### src/rtl/status_flag_unit.sv
// NZCV status flag producer: computes execute-stage flags, buffers one pending
// update, commits it to the architectural register one edge later, and forwards it.
module status_flag_unit #(
    parameter int unsigned WIDTH = 32
) (
    input  logic             i_Clk,
    input  logic             i_Rst_n,
    input  logic             i_Valid,
    input  logic             i_Stall,
    input  logic             i_Flush,
    input  logic             i_Cond_Pass,
    input  logic             i_S,
    input  logic [1:0]       i_Op_Class,
    input  logic             i_Cin,
    input  logic [WIDTH-1:0] i_Operand_A,
    input  logic [WIDTH-1:0] i_Operand_B,
    input  logic [WIDTH-1:0] i_Result,
    input  logic             i_Shifter_Carry,
    input  logic             i_Write,
    input  logic [3:0]       i_Write_Data,
    output logic [3:0]       o_Status,
    output logic [3:0]       o_Status_Fwd,
    output logic             o_Pending
);

    localparam int unsigned Msb = WIDTH - 1;

    localparam logic [1:0] OpLogic = 2'b00;
    localparam logic [1:0] OpSub   = 2'b10;
    localparam logic [1:0] OpNone  = 2'b11;

    typedef enum logic [0:0] {
        StIdle,
        StPending
    } state_e;

    state_e     state_q;
    logic       pending_q;
    logic [3:0] pend_flags_q;
    logic [3:0] status_q;

    logic [WIDTH-1:0] b_eff;
    logic [WIDTH:0]   sum;
    logic [3:0]       arith_flags;
    logic [3:0]       logic_flags;
    logic [3:0]       new_flags;
    logic [3:0]       status_fwd;
    logic             flag_update;
    logic             accept;

    // Forwarded view depends only on registered state.
    assign status_fwd = pending_q ? pend_flags_q : status_q;

    always_comb begin
        b_eff = (i_Op_Class == OpSub) ? ~i_Operand_B : i_Operand_B;
        sum   = {1'b0, i_Operand_A} + {1'b0, b_eff} + {{WIDTH{1'b0}}, i_Cin};

        arith_flags = {
            (sum[Msb:0] == '0),
            sum[WIDTH],
            sum[Msb],
            (i_Operand_A[Msb] == b_eff[Msb]) && (sum[Msb] != i_Operand_A[Msb])
        };

        // Logical ops leave V alone, including a V still waiting to commit.
        logic_flags = {
            (i_Result == '0),
            i_Shifter_Carry,
            i_Result[Msb],
            status_fwd[0]
        };

        if (i_Write) begin
            new_flags = i_Write_Data;
        end else if (i_Op_Class == OpLogic) begin
            new_flags = logic_flags;
        end else begin
            new_flags = arith_flags;
        end
    end

    assign flag_update = i_Write || (i_S && (i_Op_Class != OpNone));
    assign accept      = i_Valid && !i_Stall && !i_Flush && i_Cond_Pass && flag_update;

    always_ff @(posedge i_Clk or negedge i_Rst_n) begin
        if (!i_Rst_n) begin
            state_q      <= StIdle;
            pending_q    <= 1'b0;
            pend_flags_q <= 4'b0000;
            status_q     <= 4'b0000;
        end else begin
            unique case (state_q)
                StIdle: begin
                    if (accept) begin
                        pend_flags_q <= new_flags;
                        pending_q    <= 1'b1;
                        state_q      <= StPending;
                    end
                end
                StPending: begin
                    // Older entry commits on the same edge a newer one loads.
                    if (!i_Stall) begin
                        status_q <= pend_flags_q;
                        if (accept) begin
                            pend_flags_q <= new_flags;
                        end else begin
                            pending_q <= 1'b0;
                            state_q   <= StIdle;
                        end
                    end
                end
                default: begin
                    pending_q <= 1'b0;
                    state_q   <= StIdle;
                end
            endcase
        end
    end

    assign o_Status     = status_q;
    assign o_Status_Fwd = status_fwd;
    assign o_Pending    = pending_q;

endmodule

### config.mk
export PLATFORM = sky130hd
export DESIGN_NAME = status_flag_unit
export DESIGN_NICKNAME = d
export VERILOG_FILES = /design/src/rtl/status_flag_unit.sv
export SDC_FILE = /design/constraint.sdc
export NUM_CORES = 1
export LEC_CHECK = 0
export CORE_MARGIN = 3
export CORE_UTILIZATION = 50
export DETAILED_ROUTE_END_ITERATION = 8
export PLACE_DENSITY = 0.89
export SETUP_SLACK_MARGIN = 0.3
export SYNTH_ARGS = -nofsm -noshare
export SYNTH_HDL_FRONTEND = slang
export SYNTH_SLANG_ARGS = --single-unit
### constraint.sdc
create_clock -name i_Clk -period 4.7 [get_ports i_Clk]
set_clock_uncertainty 0.1 [all_clocks]
set_input_delay 0.705 -clock i_Clk [delete_from_list [all_inputs] [get_ports i_Clk]]
set_output_delay 0.705 -clock i_Clk [all_outputs]
set_load 0.02 [all_outputs]
==> results.tsv <==
metric	value	unit
status	finished clean	
slew_headroom	55.2	%
p_clk_share	10.4	%
clkLatencyLatePin	0.24	ns
drc	0	
crit_type	primary input to flop	
nets	680	
core	6100	µm²
path_clk_slew	0.05	ns
synth-edff-count	0	
hp-class	flop to flop	
multi_input_area	2810	µm²
yosysUniqueCellTypes	76	
switching_share	46.2	%
p_seq_share	12.9	%
drt-pass1-iter-count	5	
cp.arrival	4.36	ns
synth_area_leaders	ha_1 12%, xnor2_1 10%, dfrtp_1 7.8%, a21oi_1 5.6%, nand2_1 4.5%	
final-hold-violation-count	0	
clock_sinks	10	
setup_tns	0	ns
fillCellCount	503	
clock.fmax	234	MHz
grt_pass1_wl	16900	µm
dp_hpwl	8830	µm
drive_above_1_share	7.87	%
antenna_found_initial	0	
yosys_warnings	0	
synth_top_area_share	12.0	%
wl_met1	4150	µm
drt_iter0_drc	354	
final_cell_mix	120 x clkdlybuf4s50_1, 39 x nand2_1, 37 x xnor2_1, 36 x a21oi_1, 32 x nor2_1	
grt_overflow	0	
synthArstFlopShare	100	%
grt_max_degree	16	
drt-vias-per-instance	6.38	
maxSlewViolCount	0	
start_util	53.0	%
syn_area	3230	µm²
tritoncts	done	
synth_nets	576	
die_x	86.4	µm
combPwrFrac	76.7	%
synth_top_area_cell	ha_1	
p_sw	502	µW
setup_viol	0	
grt_pass1_vias	3669	
cts_buffer_depth	2	
tightest_slew	0.664	ns
io_pins	121	
postCtsHoldBufs	0	
p_leak	1.73	nW
cts_htree_levels	1	
critPathLaunchType	primary input	
final_common_cell	clkdlybuf4s50_1	
p_per_area	242	nW/µm²
port_buffers	120	
synthFlopType	dfrtp_1	
dieArea	7460	µm²
ant_nets	0	
area_growth_syn_to_layout	39.3	%
numCtsBuffers	3	
syn_avg_cell_area	7.49	µm²
syn-instance-count	431	
cts.root.buffer_cell	clkbuf_8	
period_share	90.9	%
ys_ff_latch	10	
utilization	73.7	%
ir_worst_vdd	0.198	mV
dr_wl_met3	992	µm
grtUsageTotal	27.4	%
rsz0062_at_grt	yes	
wirelength	10700	µm
cap_violations	0	
vias	3885	
top_layer_used	met4	
period_minus_slack	4.27	ns
end_kind	flop	
rows	28	
yosysSeqAreaShare	7.75	%
num_antenna_cells	0	
cp_max_fo	5	
die_h	86.4	µm
avgRoutedWirePerCell	17.6	µm
route.met2.wl	5310	µm
regArea	250	µm²
routabilityCongestion	1.03	
cp_data_required_time	4.78	ns
intPower	585	µW
-- per-layer routing --
metal / up-vias / global-route usage (%)
li1: 1831 / -
met1: 1808 / 34.0
met2: 219 / 48.9
met3: 27 / 4.37
met4: 0 / 7.37
met5: - / 0
-- worst max-delay path, cell delays in order --
cell	delay, ns
clkdlybuf4s50_1	0.45
nand2b_2	0.25
xnor2_2	0.18
fa_2	0.24
inv_1	0.05
fa_1	0.39
nand2b_1	0.22
a211oi_4	0.35
o31ai_4	0.14
o21ai_2	0.20
mux2_4	0.31
a2111o_1	0.44
a2111oi_4	0.23
nand4_1	0.13
nand2_1	0.09
-- Yosys cell counts (10+ instances only) --
| cell | number |
|---|---|
| o21ai_0 | 21 |
| dfrtp_1 | 10 |
| ha_1 | 31 |
| a21o_1 | 10 |
| xnor2_1 | 38 |
| nand2_1 | 39 |
| nand4_1 | 12 |
| nor4_1 | 13 |
| nand3_1 | 12 |
| nor2_1 | 32 |
| inv_1 | 14 |
| a21oi_1 | 36 |
-- what timing repair did --
item                                    4_1_cts  5_1_grt
buffers inserted                              0        1
resized for setup                             0        7
endpoints found under the setup margin        0        2
hold endpoints to repair                      0        0
-- area by class of cell --
class	instances	share of cell area, %
inverters	14	1.17
repair buffers	125	27.6
multi-input cells	381	62.4
flip-flops and latches	10	5.57
clock buffers	4	1.22
well taps	75	2.09
-- registers in the layout, indices dropped and copies added, names as in the netlist --
register and count:
pend_flags_q 4, o_Pending 1, state_q 1, o_Status 4
-- power groups by stage --
stage               clock network [mW]  registers (mW)  logic (mW)
floorplan                            0           0.159       0.513
global placement                     0           0.138       0.786
detailed placement                   0           0.141       0.803
CTS                              0.111           0.139       0.808
global route                     0.118           0.145       0.897
finish                           0.113           0.140       0.834
-- cell families after synthesis --
group,after synthesis,share of synthesized area (%)
multiplexers,14,4.84
adder cells (fa/ha/maj),33,13.3
AO/OA/AOI/OAI,139,31.1
AND/OR/NAND/NOR,152,24.6
XOR/XNOR,43,11.7
buffers and inverters,40,6.74
flip-flops,10,7.75
-- metrics by stage --
step	area [µm²]	hold slack [ns]	power [mW]	worst slack [ns]	instances
after floorplan	3230	0.309	0.672	0.333	431
after global placement	4390	0.363	0.924	0.349	604
after detailed placement	4390	0.397	0.944	0.154	604
after CTS	4450	0.393	1.06	0.383	608
after global routing	4500	0.417	1.16	0.262	609
final	4500	0.400	1.09	0.426	609
-- final timing paths --
path                                        startpoint                           to  slack (ns)  depth (start not counted)
setup / recovery                         i_Op_Class[0]  pend_flags_q[3]$_DFFE_PN0P_        0.43                         15
hold / removal                       state_q$_DFF_PN0_        o_Pending$_DFFE_PN0P_        0.40                          1
setup reg to reg           pend_flags_q[3]$_DFFE_PN0P_  pend_flags_q[3]$_DFFE_PN0P_        2.91                          7
hold reg to reg                      state_q$_DFF_PN0_        o_Pending$_DFFE_PN0P_        0.40                          1
max in group asynchronous                      i_Rst_n      o_Status[1]$_DFFE_PN0P_        3.51                          1
min in group asynchronous                      i_Rst_n        o_Pending$_DFFE_PN0P_        0.68                          1
No activity file was read; power rests on OpenSTA's default activity.
